$ cat config.mk
export PLATFORM = sky130hd
export DESIGN_NAME = ascon_text_block_feeder
export DESIGN_NICKNAME = d
export VERILOG_FILES = /design/src/rtl/ascon_text_block_feeder.sv
export SDC_FILE = /design/constraint.sdc
export NUM_CORES = 1
export LEC_CHECK = 0
export CAP_MARGIN = 0
export CELL_PAD_IN_SITES_DETAIL_PLACEMENT = 1
export CELL_PAD_IN_SITES_GLOBAL_PLACEMENT = 1
export CORE_MARGIN = 4
export CORE_UTILIZATION = 41
export DETAILED_ROUTE_END_ITERATION = 7
export GPL_TIMING_DRIVEN = 0
export HOLD_SLACK_MARGIN = 0.1
export PLACE_DENSITY = 0.88
export SLEW_MARGIN = 20
export SYNTH_ARGS = -nofsm -noshare
export SYNTH_HDL_FRONTEND = slang
export SYNTH_SLANG_ARGS = --single-unit
export TNS_END_PERCENT = 1
$ cat constraint.sdc
create_clock -name clk -period 9.9 [get_ports clk]
set_clock_uncertainty 0.05 [all_clocks]
set_input_delay 0.99 -clock clk [delete_from_list [all_inputs] [get_ports clk]]
set_output_delay 0.99 -clock clk [all_outputs]
set_load 0.05 [all_outputs]
$ cat src/rtl/ascon_text_block_feeder.sv
// Packs a 32-bit word stream into 128-bit ASCON blocks and strobes them into the datapath.
// The last block is always issued (possibly empty) and uses the datapath's split padding layout.
module ascon_text_block_feeder #(
  parameter int LEN_W   = 32,
  parameter int MIN_GAP = 1
) (
  input  logic             clk,
  input  logic             rst,
  input  logic             start,
  input  logic             mode_sel_i,
  input  logic [LEN_W-1:0] text_length_i,
  input  logic [31:0]      s_data,
  input  logic             s_valid,
  output logic             s_ready,
  input  logic             stage_ready,
  output logic             process_en,
  output logic             process_mode_sel,
  output logic [LEN_W-1:0] text_length,
  output logic [LEN_W-1:0] text_position,
  output logic [127:0]     data_in,
  output logic             busy,
  output logic             done
);
  typedef enum logic [2:0] {IDLE, FILL, ISSUE, GAP, FINISH} state_t;

  localparam logic [3:0] GAP_LAST = (MIN_GAP == 0) ? 4'd0 : 4'(MIN_GAP - 1);

  state_t         state, state_nxt;
  logic [LEN_W-1:0] rem;
  logic           full, xfer, last_word;
  logic [4:0]     nb;
  logic [2:0]     need, wcnt;
  logic [3:0]     gcnt;
  logic [127:0]   raw, raw_nxt;

  assign rem       = text_length - text_position;
  assign full      = rem >= LEN_W'(16);
  assign nb        = full ? 5'd16 : rem[4:0];
  assign need      = 3'((nb + 5'd3) >> 2);
  assign s_ready   = (state == FILL) && (wcnt < need);
  assign xfer      = s_valid && s_ready;
  assign last_word = xfer && ((wcnt + 3'd1) == need);
  assign process_en = (state == ISSUE) && stage_ready;
  assign busy      = (state != IDLE) && (state != FINISH);
  assign done      = (state == FINISH);

  // raw holds the block bytes in stream order, MSB-first; unused bytes stay zero
  always_comb begin
    raw_nxt = raw;
    if (xfer) begin
      for (int j = 0; j < 4; j++) begin
        if (4 * int'(wcnt) + j < int'(nb))
          raw_nxt[127 - 8 * (4 * int'(wcnt) + j) -: 8] = s_data[31 - 8 * j -: 8];
      end
    end
  end

  // Short blocks: first up-to-8 bytes right-justified in the upper half, rest right-justified below
  function automatic logic [127:0] pack(input logic [127:0] r, input logic [4:0] n);
    logic [6:0] sh;
    sh = 7'd64 - {1'b0, n[2:0], 3'b000};
    if (n[4])       return r;
    if (n < 5'd8)   return {r[127:64] >> sh, 64'd0};
    return {r[127:64], r[63:0] >> sh};
  endfunction

  always_comb begin
    state_nxt = state;
    case (state)
      IDLE:   if (start) state_nxt = FILL;
      FILL:   if (need == 3'd0 || last_word) state_nxt = ISSUE;
      ISSUE:  if (stage_ready) state_nxt = !full ? FINISH : (MIN_GAP == 0) ? FILL : GAP;
      GAP:    if (gcnt == GAP_LAST) state_nxt = FILL;
      FINISH: state_nxt = IDLE;
      default: state_nxt = IDLE;
    endcase
  end

  always_ff @(posedge clk) begin
    if (rst) begin
      state            <= IDLE;
      process_mode_sel <= 1'b0;
      text_length      <= '0;
      text_position    <= '0;
      data_in          <= '0;
      raw              <= '0;
      wcnt             <= '0;
      gcnt             <= '0;
    end else begin
      state <= state_nxt;
      case (state)
        IDLE: if (start) begin
          process_mode_sel <= mode_sel_i;
          text_length      <= text_length_i;
          text_position    <= '0;
        end
        FILL: begin
          if (xfer) begin
            raw  <= raw_nxt;
            wcnt <= wcnt + 3'd1;
          end
          if (state_nxt == ISSUE) data_in <= pack(raw_nxt, nb);
        end
        ISSUE: if (stage_ready && full) text_position <= text_position + LEN_W'(16);
        GAP:   gcnt <= gcnt + 4'd1;
        default: ;
      endcase
      if (state_nxt == FILL && state != FILL) begin
        raw  <= '0;
        wcnt <= '0;
      end
      if (state_nxt == GAP && state != GAP) gcnt <= '0;
    end
  end
endmodule

==> flow_metrics.tcl, run 1 <==
set metrics [dict create \
    status "complete, but fails checks" \
    violations "negative setup slack" \
    syn_inst 2569 \
    clock-root-buffer "clkbuf_16" \
    die-area_mm2 0.0513 \
    synth_edf_count 0 \
    numCtsBuffers 40 \
    finish.net_count 2997 \
    cts_max_level 2 \
    syn_area_mm2 0.0196 \
    cts_tree "built" \
    die_w_um 226 \
    p_leak_nw 9.49 \
    vias_per_cell 6.99 \
    hold_buffers 0 \
    regArea_mm2 0.00655 \
    ys_ff_latch 327 \
    period_needed_ns 10.02 \
    clock-sinks 327 \
    drtPass1Iterations 6 \
    n_fill_cell 5770 \
    ys_async_sr_fraction_pct 0 \
    slew_viol_final 0 \
    grt_max_degree 13 \
    totalWireLength_um 126000 \
    final_core_util_pct 52.8 \
    grt_usage_pct 46.6 \
    cp-end-kind "flip-flop" \
    layout-area-overhead-vs-synth_pct 26.5 \
    tns_ns -0.122 \
    p_per_area_mw_per_mm2 148 \
    fin_ws_ns -0.122 \
    hold_violations 0 \
    slowest_stage "a2111oi_0" \
    min_path_type "flip-flop to flip-flop" \
    synth_top_flop_cell "dfxtp_1" \
    dp_hpwl_um 95300 \
    cap_violations 0 \
    port_buffers 262 \
    gr-total-overflow 0 \
    grt_antenna_before_repair 7 \
    start_util_pct 41.7 \
    synth_cell_types 99 \
    layout-drive-gt1-share_pct 9.64 \
    vdd_drop_max_uv 143 \
    fin_crit_sh_pct 101 \
    slowest_delay_ns 0.95 \
    setup_viol 1 \
    clock_path_buffers 3 \
    multi_input_comb_area_mm2 0.0123 \
    path_common_cell "nand2_1" \
    crit_fanout 10 \
    grt_pass1_vias 24400 \
    io_pins 267 \
    worstPathArrival_ns 10.41 \
    place.gp.congestion 1.08 \
    core_area_mm2 0.0469 \
    grt_pass1_wl_um 173000 \
    fmax_mhz 99.8 \
    critPathRequiredTime_ns 10.29 \
    worst_slew_pin_slew_ns 1.26 \
    critPathKind "flip-flop to flip-flop" \
    insertion_delay_ns 0.59 \
    yosys_warnings 0 \
    vias 24600 \
    drc 0 \
    ys_seq_area_share_pct 33.5 \
    ant_nets 0 \
    syn_area_per_cell_um2 7.61 \
    routedWlPerCell_um 35.7 \
    cts.reportedPaths.clkPinSlew_ns 0.06 \
    startpoint_type "flip-flop" \
    slew_headroom_pct 15.7 \
    die_y_um 226 \
    drt_iter0_markers 3489 \
    fp-row-count 79 \
]
## registers in the layout, indices dropped and copies added, names as in the netlist
| signal | count |
|---|---|
| state | 3 |
| data_in | 128 |
| text_length | 32 |
| raw | 128 |
| process_mode_sel | 1 |
| wcnt | 3 |
| text_position | 28 |
| gcnt | 4 |
## cells in the mapped netlist, types with 7 or more instances
library cell  number  area, µm²
nor2_1           408       1530
a2111oi_0          8       70.1
clkbuf_1         111        417
a21o_1            15        113
a31oi_1           20        125
o211ai_1          32        240
a221oi_1          20        175
xor2_1             9       78.8
a311oi_1          11       96.3
and3_1            13       81.3
o22ai_1           17        106
nand3_1           52        260
o21ai_0          122        611
nand4_1           23        144
xnor2_1           37        324
nor2b_1           38        238
a211o_1            8       70.1
buf_1             12       45.0
o21ai_1           15       75.1
mux2_2            35        394
ha_1              41        513
o221ai_1          15        131
o211a_1            7       70.1
and2_1            11       68.8
inv_1             54        203
a21oi_1          251       1260
or3_1             10       62.6
a211oi_1          54        405
nor4_1            33        206
o31ai_1           18        135
or4_1             12       90.1
buf_2             45        225
o21a_1            19        143
nand2_1          295       1110
dfxtp_1          327       6550
nor3b_1            7       52.6
mux2i_1          111       1110
a22oi_1           25        188
nor3_1            94        470
nand2b_1          12       75.1
## layout make-up
class	instances	share of cell area (%)
Multi-Input combinational cell	2016	49.7
Sequential cell	327	26.5
Timing Repair Buffer	274	11.0
Clock buffer	52	4.60
Buffer	172	3.11
Tap cell	607	3.07
Clock inverter	20	1.21
Inverter	55	0.860
Antenna cell	3	0.0303
## worst paths after layout
check,startpoint,to,slack [ns],cells past startpoint
max,text_position[10],data_in[94],-0.12,26
max reg2reg,text_position[10],data_in[94],-0.12,26
min,data_in[76],data_in[76],0.41,2
min reg2reg,data_in[76],data_in[76],0.41,2
## report_power, final
part | switching [W] | internal [W]
Clock | 0.000668 | 0.000996
Sequential | 0.0000124 | 0.00133
Combinational | 0.000464 | 0.000185
## per-layer routing
layer,wire (µm),GRT usage [%]
met3,16900,17.0
met5,36,0
met1,47800,59.0
met4,10400,30.3
met2,50800,66.5
## repair_timing
item,4_1_cts,5_1_grt
setup endpoints to repair,260,259
gates cloned,0,0
gates resized for setup,43,33
buffers inserted,3,8
pin swaps,1,3
## cell usage in the layout, fill, tap and decap left out, types with 51 or more instances in the layout
cell	netlist	final
clkbuf_1	111	98
dfxtp_1	327	327
clkdlybuf4s50_1	0	262
nor3_1	94	92
nand2_1	295	293
nor2_1	408	407
a21oi_1	251	247
inv_1	54	51
mux2i_1	111	108
a211oi_1	54	52
o21ai_0	122	115
## through the flow
stage | instance area [µm²] | worst slack [ns] | total power (W) | std cells | hold WS (ns)
6_report | 24700 | -0.122 | 0.00365 | 3526 | 0.414
5_1_grt | 24700 | -0.0624 | 0.00371 | 3523 | 0.439
4_1_cts | 24600 | 0.0119 | 0.00359 | 3518 | 0.417
3_5_place_dp | 23000 | -1.82 | 0.00196 | 3443 | 0.406
3_3_place_gp | 23000 | -1.40 | 0.00194 | 3442 | 0.403
2_1_floorplan | 19600 | 1.72 | 0.00172 | 2573 | 0.405
## worst max-delay path: cells and delay by family (launching register included)
| family | cells | cell delay (ns) |
|---|---|---|
| buffers and inverters | 4 | 1.53 |
| AND/OR/NAND/NOR | 10 | 2.74 |
| adder cells (fa/ha/maj) | 2 | 0.66 |
| AO/OA/AOI/OAI | 8 | 3.59 |
| multiplexers | 2 | 0.86 |
| flip-flops | 1 | 0.42 |
## cell families (layout without fill, tap and decap cells)
| family | count (synthesis) | count (layout) | synth area share [%] |
|---|---|---|---|
| adder cells (fa/ha/maj) | 41 | 41 | 2.62 |
| buffers and inverters | 230 | 573 | 4.86 |
| other | 1 | 8 | 0.0192 |
| flip-flops | 327 | 327 | 33.5 |
| XOR/XNOR | 46 | 46 | 2.06 |
| multiplexers | 148 | 148 | 7.84 |
| AO/OA/AOI/OAI | 722 | 722 | 24.4 |
| AND/OR/NAND/NOR | 1054 | 1054 | 24.7 |
Note: power is estimated with default switching activity, not from simulation.
==> run 2, diff against run 1 <==
--- a/config.mk
+++ b/config.mk
@@ -6,14 +6,13 @@
 export NUM_CORES = 1
 export LEC_CHECK = 0
 export CAP_MARGIN = 0
-export CELL_PAD_IN_SITES_DETAIL_PLACEMENT = 1
-export CELL_PAD_IN_SITES_GLOBAL_PLACEMENT = 1
+export CELL_PAD_IN_SITES_DETAIL_PLACEMENT = 2
+export CELL_PAD_IN_SITES_GLOBAL_PLACEMENT = 2
 export CORE_MARGIN = 4
-export CORE_UTILIZATION = 41
+export CORE_UTILIZATION = 32
 export DETAILED_ROUTE_END_ITERATION = 7
-export GPL_TIMING_DRIVEN = 0
 export HOLD_SLACK_MARGIN = 0.1
-export PLACE_DENSITY = 0.88
+export PLACE_DENSITY = 0.87
 export SLEW_MARGIN = 20
 export SYNTH_ARGS = -nofsm -noshare
 export SYNTH_HDL_FRONTEND = slang
==> run 2 against run 1 <==
Compared with the run above:
- the run now ends clean
- critical path depth grew 8
- clock power up 2%
- first-iteration DRC count decreased by 41%
- critical path type unchanged
- critical endpoint is now data_in[27]
==> flow_metrics.tcl, run 2 (synthesis results as in run 1) <==
set metrics [dict create \
    status "complete, no violations" \
    cts_max_level 2 \
    p_leak_nw 9.41 \
    core_area_mm2 0.0605 \
    fp-row-count 90 \
    hold_violations 0 \
    startpoint_type "flip-flop" \
    cap_violations 0 \
    holdPathEnd "data_in[76]" \
    reg2reg_slack_ns 0.51 \
    met2_length_um 51800 \
    critPathKind "flip-flop to flip-flop" \
    grt_usage_pct 33.5 \
    place.gp.congestion 0.980 \
    mostFrequentLayoutCells "406 x nor2_1, 327 x dfxtp_1, 294 x nand2_1, 261 x clkdlybuf4s50_1, 250 x a21oi_1" \
    die-area_mm2 0.0651 \
    slowest_stage "or4b_2" \
    gr-total-overflow 0 \
    critPathRequiredTime_ns 10.28 \
    setup_viol 0 \
    grt_max_degree 118 \
    start_util_pct 32.3 \
    holdPathStages 2 \
    top_layer "met4" \
    final_cells 3598 \
    ant_nets 0 \
    rr_startpoint "text_position[19]" \
    drt_iter0_markers 2059 \
    tns_ns 0 \
    cts.reportedPaths.clkPinSlew_ns 0.06 \
    vias 22700 \
    port_buffers 262 \
    p_per_area_mw_per_mm2 148 \
    slowest_delay_ns 0.69 \
    totalWireLength_um 115000 \
    m1WireLength_um 47200 \
    grt_antenna_before_repair 4 \
    min_path_type "flip-flop to flip-flop" \
    hold_buffers 0 \
    crit_fanout 21 \
    dp_hpwl_um 83800 \
    hp-start "data_in[76]" \
    place_inst 3515 \
    insertion_delay_ns 0.60 \
    reg2reg_to "data_in[27]" \
    rsz0062_at_grt "no" \
    finish.net_count 2890 \
    clock-sinks 327 \
    io_pins 267 \
    grt_pass1_wl_um 163000 \
    slew_viol_final 0 \
    grt_pass1_vias 23900 \
    drtPass1Iterations 5 \
    r2r_cells 34 \
    path_common_cell "inv_1" \
    largestRegisters "data_in: 128 flops, raw: 128 flops, text_length: 32 flops" \
    n_fill_cell 6841 \
    period_needed_ns 9.39 \
    worst_slew_pin_slew_ns 1.28 \
    die_y_um 255 \
    slew_headroom_pct 12.2 \
    vias_per_cell 6.31 \
    layout-drive-gt1-share_pct 8.89 \
    drc 0 \
    worstPathArrival_ns 9.77 \
    die_w_um 255 \
    crit_path_start "text_position[19]" \
    final_common_cell "nor2_1" \
    vdd_drop_max_uv 109 \
    fmax_mhz 106 \
    numCtsBuffers 41 \
    cp-end-kind "flip-flop" \
    fin_crit_sh_pct 94.9 \
    route.met3.wl_um 8930 \
    layout-area-overhead-vs-synth_pct 25.8 \
    clock-root-buffer "clkbuf_16" \
    cts_tree "built" \
    routedWlPerCell_um 31.9 \
    clock_path_buffers 3 \
]
[run 2: how the worst max path moves through the flow]
stage | slack [ns] | to
floorplan | 1.72 | data_in[30]
global placement | 0.74 | data_in[30]
detailed placement | 0.38 | data_in[30]
CTS | 0.31 | data_in[27]
global route | 0.007 | data_in[27]
finish | 0.51 | data_in[27]
[run 2: repair_timing]
item / CTS / global route
gates resized for setup: 0 / 7
setup endpoints to repair: 0 / 162
setup buffers: 0 / 0
[run 2: report_power, final]
group / switching, W / internal, W
Sequential: 0.0000122 / 0.00133
Clock: 0.000668 / 0.00104
Combinational: 0.000425 / 0.000181
Total: 0.00111 / 0.00255
[run 2: cell type report]
class	instances	area [µm²]	share of cell area, %
Sequential cell	327	6550	26.6
Clock inverter	18	278	1.13
Antenna cell	5	12.5	0.0509
Clock buffer	57	1210	4.91
Inverter	55	206	0.839
Tap cell	782	978	3.98
Multi-Input combinational cell	2016	12100	49.3
Timing Repair Buffer	338	3230	13.1
[run 2: critical path: cells and delay by family (launching register included)]
kind	cells	cell delay, ns
buf+inv	7	1.13
flops	1	0.41
compound gates	11	3.09
simple gates	12	3.49
fa+ha+maj	3	0.95
xor+xnor	1	0.10
[run 2: through the flow]
step | setup slack (ns) | hold WS, ns | instance area, µm² | utilization [%] | total power [W]
after floorplan | 1.72 | 0.405 | 19600 | - | 0.00172
after global placement | 0.736 | 0.398 | 23000 | 38.1 | 0.00194
after detailed placement | 0.375 | 0.414 | 23000 | 38.1 | 0.00195
after CTS | 0.307 | 0.430 | 24500 | 40.6 | 0.00365
after global routing | 0.00717 | 0.462 | 24600 | 40.7 | 0.00375
final | 0.507 | 0.420 | 24600 | 40.7 | 0.00365
[run 2: layer usage]
layer  GRT usage, %  up-vias
li1               -     9678
met1           43.1    11500
met2           54.1     1152
met3           6.12      368
met4           17.0        0
met5              0        -
